File: config.mk
export PLATFORM = sky130hd
export DESIGN_NAME = rb_window_reader_flat
export DESIGN_NICKNAME = d
export VERILOG_FILES = /design/src/rtl/rb_window_reader_if.sv /design/src/rtl/rb_window_reader.sv /design/src/flat_wrapper.sv
export SDC_FILE = /design/constraint.sdc
export NUM_CORES = 1
export LEC_CHECK = 0
export CORE_ASPECT_RATIO = 0.5
export CORE_MARGIN = 5
export CORE_UTILIZATION = 45
export CTS_CLUSTER_DIAMETER = 150
export DETAILED_ROUTE_END_ITERATION = 10
export HOLD_SLACK_MARGIN = 0.08
export PLACE_DENSITY_LB_ADDON = 0.05
export SLEW_MARGIN = 20
export SYNTH_ARGS = -nofsm -noshare
export SYNTH_HDL_FRONTEND = slang
export SYNTH_SLANG_ARGS = --single-unit
File: constraint.sdc
create_clock -name clk -period 2.9 [get_ports clk]
set_input_delay 0.87 -clock clk [delete_from_list [all_inputs] [get_ports clk]]
set_output_delay 0.87 -clock clk [all_outputs]
set_load 0.1 [all_outputs]
File: src/rtl/rb_window_reader_if.sv
// rb_window_reader_if: vertical column stream from the window reader to its consumer.
interface rb_window_reader_if #(
  parameter int RBS = 4,
  parameter int PIX_W = 8
);
  logic [(RBS-1)*PIX_W-1:0] col_data;
  logic col_valid;
  logic col_ready;
  logic col_last;
  modport master(output col_data, col_valid, col_last, input col_ready);
  modport slave(input col_data, col_valid, col_last, output col_ready);
endinterface

File: src/rtl/rb_window_reader.sv
// rb_window_reader: streams rotated RBS-1 row windows column by column and holds off the row writer.
module rb_window_reader #(
  parameter int RBS = 4,
  parameter int RB_DEPTH = 512,
  parameter int ADDR_W = 9,
  parameter int SEL_W = 2,
  parameter int PIX_W = 8
) (
  input  logic clk,
  input  logic rst,
  input  logic row_done_i,
  output logic wr_stall_o,
  output logic rb_rd_en_o,
  output logic [ADDR_W-1:0] rb_rd_addr_o,
  input  logic [RBS*PIX_W-1:0] rb_dout_i,
  rb_window_reader_if.master col,
  output logic busy_o
);
  localparam int LW = (RBS-1)*PIX_W;
  localparam logic [1:0] FILL = 2'd0, RUN = 2'd1, DRAIN = 2'd2, WAIT = 2'd3;
  localparam logic [SEL_W-1:0] WIN = SEL_W'(RBS-1);
  localparam logic [ADDR_W-1:0] LAST = ADDR_W'(RB_DEPTH-1);
  logic [1:0] state_q, state_d;
  logic [SEL_W-1:0] filled_q, filled_d, base_q, base_d;
  logic pending_q, pending_d;
  logic [ADDR_W-1:0] idx_q, idx_d;
  logic inflight_q, inflight_last_q;
  logic [LW-1:0] mem_q [2];
  logic [1:0] mem_last_q;
  logic wptr_q, rptr_q;
  logic [1:0] cnt_q, cnt_d;
  logic issue, pop, pass_end, resume, row_inc;
  logic [LW-1:0] lanes;

  assign pop = col.col_valid & col.col_ready;
  // occupancy is taken net of this cycle's pop so a continuously ready sink sees one column per clock
  assign issue = state_q == RUN && (cnt_q - {1'b0, pop} + {1'b0, inflight_q}) < 2'd2;
  assign pass_end = state_q == DRAIN && cnt_q == 2'd0 && !inflight_q;
  assign row_inc = row_done_i && state_q != FILL;

  always_comb begin
    state_d = state_q;
    case (state_q)
      FILL: state_d = filled_q == WIN ? RUN : FILL;
      RUN: state_d = issue && idx_q == LAST ? DRAIN : RUN;
      DRAIN: state_d = !pass_end ? DRAIN : (pending_q || row_done_i) ? RUN : WAIT;
      default: state_d = row_done_i ? RUN : WAIT;
    endcase
  end

  assign resume = state_d == RUN && (state_q == DRAIN || state_q == WAIT);
  assign pending_d = row_inc && !resume ? 1'b1 : resume && !row_inc ? 1'b0 : pending_q;
  assign filled_d = state_q == FILL && row_done_i && filled_q != WIN ? filled_q + 1'b1 : filled_q;
  assign base_d = !pass_end ? base_q : base_q == WIN ? '0 : base_q + 1'b1;
  assign idx_d = issue ? idx_q + 1'b1 : idx_q;
  assign cnt_d = cnt_q + {1'b0, inflight_q} - {1'b0, pop};

  always_comb begin
    lanes = '0;
    for (int k = 0; k < RBS-1; k++) begin
      lanes[k*PIX_W +: PIX_W] = rb_dout_i[((int'(base_q) + k) % RBS)*PIX_W +: PIX_W];
    end
  end

  always_ff @(posedge clk or posedge rst) begin
    if (rst) begin
      state_q <= FILL;
      filled_q <= '0;
      base_q <= '0;
      pending_q <= 1'b0;
      idx_q <= '0;
      inflight_q <= 1'b0;
      inflight_last_q <= 1'b0;
      mem_q[0] <= '0;
      mem_q[1] <= '0;
      mem_last_q <= '0;
      wptr_q <= 1'b0;
      rptr_q <= 1'b0;
      cnt_q <= '0;
    end else begin
      state_q <= state_d;
      filled_q <= filled_d;
      base_q <= base_d;
      pending_q <= pending_d;
      idx_q <= idx_d;
      inflight_q <= issue;
      inflight_last_q <= issue && idx_q == LAST;
      cnt_q <= cnt_d;
      if (inflight_q) begin
        mem_q[wptr_q] <= lanes;
        mem_last_q[wptr_q] <= inflight_last_q;
        wptr_q <= ~wptr_q;
      end
      if (pop) rptr_q <= ~rptr_q;
    end
  end

  assign rb_rd_en_o = issue;
  assign rb_rd_addr_o = idx_q;
  assign col.col_valid = cnt_q != 2'd0;
  assign col.col_data = mem_q[rptr_q];
  assign col.col_last = col.col_valid & mem_last_q[rptr_q];
  assign busy_o = state_q == RUN || state_q == DRAIN;
  assign wr_stall_o = busy_o & pending_q;
endmodule

File: src/flat_wrapper.sv
// flat-port wrapper written by rule: the top's interface ports become plain ports
module rb_window_reader_flat 
#(
  parameter int RBS = 4,
  parameter int RB_DEPTH = 512,
  parameter int ADDR_W = 9,
  parameter int SEL_W = 2,
  parameter int PIX_W = 8
)
  (clk, rst, row_done_i, wr_stall_o, rb_rd_en_o, rb_rd_addr_o, rb_dout_i, busy_o, col_col_data, col_col_valid, col_col_last, col_col_ready);
  rb_window_reader_if #(.RBS(RBS), .PIX_W(PIX_W)) col_i ();
  input  logic clk;
  input  logic rst;
  input  logic row_done_i;
  output logic wr_stall_o;
  output logic rb_rd_en_o;
  output logic [ADDR_W-1:0] rb_rd_addr_o;
  input  logic [RBS*PIX_W-1:0] rb_dout_i;
  output logic busy_o;
  output wire logic [$bits(col_i.col_data)-1:0] col_col_data;
  output wire logic [$bits(col_i.col_valid)-1:0] col_col_valid;
  output wire logic [$bits(col_i.col_last)-1:0] col_col_last;
  input wire logic [$bits(col_i.col_ready)-1:0] col_col_ready;
  assign col_col_data = col_i.col_data;
  assign col_col_valid = col_i.col_valid;
  assign col_col_last = col_i.col_last;
  assign col_i.col_ready = col_col_ready;
  rb_window_reader #(.RBS(RBS), .RB_DEPTH(RB_DEPTH), .ADDR_W(ADDR_W), .SEL_W(SEL_W), .PIX_W(PIX_W)) u_core (.clk(clk), .rst(rst), .row_done_i(row_done_i), .wr_stall_o(wr_stall_o), .rb_rd_en_o(rb_rd_en_o), .rb_rd_addr_o(rb_rd_addr_o), .rb_dout_i(rb_dout_i), .col(col_i), .busy_o(busy_o));
endmodule
==> impl_metrics.yaml <==
cts:
  clk_pin_slew_ns: 0.05
  postCtsHoldBufs: 0
  cts.path.max_buffers: 2
  cts_max_level: 3
  worstSkewPairLatency_ns: 0.32
  cts_root_buffer: "clkbuf_16"
  cts_tree: "done"
  cts_buffers: 9
  cts.sinks: 72
sta:
  worstMarginPinSlew_ns: 0.587
  slew_headroom: 0.608
  hold_viol_final: 0
  fmax_mhz: 327
  slew_viol_final: 0
  setup_ws_ns: -0.162
  period_minus_slack_ns: 3.06
  rsz0062_at_grt: "yes"
  timing.final.crit_share: 1.06
  setup_viol: 2
  timing.hold.ws_ns: 0.491
  fin_skew_ns: 0.00326
place:
  gp_congestion: 0.802
  io_buffers: 73
  placed_cell_area_mm2: 0.00500
  hpwl_um: 5820
routing:
  wl_um: 8260
  viasPerCell: 5.30
  drt_iter0_drc: 118
  first_pass_iters: 4
  route.detailed.drc: 0
  vias: 2480
  antenna_left: 0
  wire_per_inst_um: 17.6
worst_setup_path:
  critPathLaunchType: "flip-flop"
  startpoint: "u_core.cnt_q[0]"
  ff2ff_path_depth: 14
  endpoint_kind: "output pin"
  cp_max_fo: 2
  crit_type: "flip-flop to output pin"
  critical_path.endpoint: "rb_rd_en_o"
  critPathRequiredTime_ns: 2.03
  timing.rr.start: "u_core.cnt_q[0]"
  rrSetupSlack_ns: -0.10
  timing.rr.end: "u_core.pending_q"
  arrival_ns: 2.19
synth:
  synth-main-ff-cell: "dfrtp_1"
  synthesis.area_mm2: 0.00383
  seq_area_frac_synth: 0.470
  synth_area_per_cell_um2: 14.7
  synth_edf_count: 0
  syn_inst: 260
  synth_nets: 307
  ys_warn_count: 0
  postSynth.asyncResetShare: 1.00
  synth_seq_cells: 72
  synth.distinct_cells: 32
global_route:
  grt_max_degree: 39
  grt_pass1_wl_um: 13700
  antenna_found_initial: 0
  grt_usage: 0.170
  grt_pass1_vias: 2741
  overflow: 0
floorplan:
  ioPinCount: 74
  row_count: 23
  dieHeight_um: 75.3
  coreArea_mm2: 0.00814
  start_util: 0.471
  dieWidth_um: 141
  dieArea_mm2: 0.0106
layout:
  drive_gt1_frac: 0.525
  fin_nets: 398
  mostFrequentLayoutCell: "mux2_2"
  final_cell_mix: "76 x mux2_2, 71 x dfrtp_1, 34 x clkdlybuf4s50_1"
  synthToLayoutAreaGrowth_pct: 40.9
  n_antenna_cell: 0
  finalInstanceArea_mm2: 0.00540
outcome:
  violations: "negative setup slack"
  status: "complete, but fails checks"
job:
  max_cap_viol_count: 0
worst_hold_path:
  hold_path.class: "flip-flop to flip-flop"
## worst max-delay path, cell delays in order, from the launching register on
cell        delay [ns]
dfrtp_2           0.42
nor2_4            0.15
clkinvlp_4        0.10
and2_4            0.15
ha_4              0.27
inv_4             0.03
ha_4              0.15
xnor3_2           0.26
nand2_4           0.14
inv_12            0.03
buf_12            0.15
## state kept, by name, indices dropped and copies added (netlist names)
register and flops:
u_core.pending_q 1, u_core.mem_q 48, u_core.wptr_q 1, u_core.state_q 2
u_core.rb_rd_addr_o 9, u_core.inflight_q 1, u_core.filled_q 2, u_core.inflight_last_q 1
u_core.rptr_q 1, u_core.cnt_q 2, u_core.base_q 2, u_core.mem_last_q 2
## synth_stat cells, types with 2 or more instances
| cell | n | share of area |
|---|---|---|
| mux4_1 | 4 | 0.027 |
| inv_1 | 9 | 0.0088 |
| dfrtp_1 | 72 | 0.47 |
| nand2_1 | 15 | 0.015 |
| ha_1 | 11 | 0.036 |
| nand3_1 | 2 | 0.0026 |
| buf_6 | 2 | 0.0059 |
| buf_2 | 9 | 0.012 |
| nor2_1 | 6 | 0.0059 |
| xnor2_1 | 6 | 0.014 |
| xor2_1 | 4 | 0.0091 |
| mux2_4 | 2 | 0.0078 |
| and2_1 | 2 | 0.0033 |
| nor3_1 | 2 | 0.0026 |
| mux2_2 | 76 | 0.22 |
| nand4_1 | 3 | 0.0049 |
| mux4_2 | 20 | 0.12 |
## worst min-delay path by stage
stage,cells past startpoint,slack (ns),to,start
after floorplan,1,0.45,u_core.filled_q[0],u_core.filled_q[0]
after global placement,1,0.47,u_core.filled_q[0],u_core.filled_q[0]
after detailed placement,1,0.49,u_core.mem_q[5],u_core.mem_q[5]
after CTS,1,0.50,u_core.rb_rd_addr_o[5],u_core.rb_rd_addr_o[5]
after global routing,1,0.52,u_core.mem_q[37],u_core.mem_q[37]
final,1,0.49,u_core.rb_rd_addr_o[5],u_core.rb_rd_addr_o[5]
## kinds of logic (layout without fill, tap and decap cells)
group,count (synthesis),after routing,share of synthesized area
adders and majority gates,11,11,0.0359
muxes,103,103,0.379
buffers and inverters,23,119,0.0336
and+or+nand+nor,37,37,0.0470
DFF,72,72,0.470
xor gates and xnor gates,11,11,0.0287
AOI/OAI and AO/OA,3,3,0.00620
## per-stage QoR
| step | setup TNS (ns) | setup WS [ns] | utilization | instances |
|---|---|---|---|---|
| global placement | -0.893 | -0.450 | 0.615 | 443 |
| floorplan | -0.679 | -0.274 | - | 260 |
| detailed placement | -1.08 | -0.510 | 0.615 | 443 |
| finish | -0.259 | -0.162 | 0.663 | 468 |
| global route | -0.416 | -0.228 | 0.663 | 468 |
| CTS | -0.157 | -0.157 | 0.660 | 464 |
## metal layers
metal	global-route usage	part of all wire	up-vias
met5	0	0	-
met4	0.0494	0.0062	0
met3	0.0558	0.043	6
li1	-	-	1146
met2	0.300	0.53	46
met1	0.206	0.42	1282
## repair_timing
item,in CTS,in global routing
buffers inserted,5,4
setup endpoints to repair,2,2
gates resized for setup,8,0
pin swaps,5,7
## area by class of cell
| type | instances | area, µm² |
|---|---|---|
| Clock buffer | 13 | 250 |
| Clock inverter | 3 | 65.1 |
| Fill cell | 606 | 2740 |
| Inverter | 10 | 56.3 |
| Multi-Input combinational cell | 165 | 1960 |
| Sequential cell | 72 | 1800 |
| Tap cell | 112 | 140 |
| Timing Repair Buffer | 93 | 1130 |
Power is left out: the tool's default activity adds up to more than one toggle a clock period on the data nets, which glitch-free logic cannot reach.
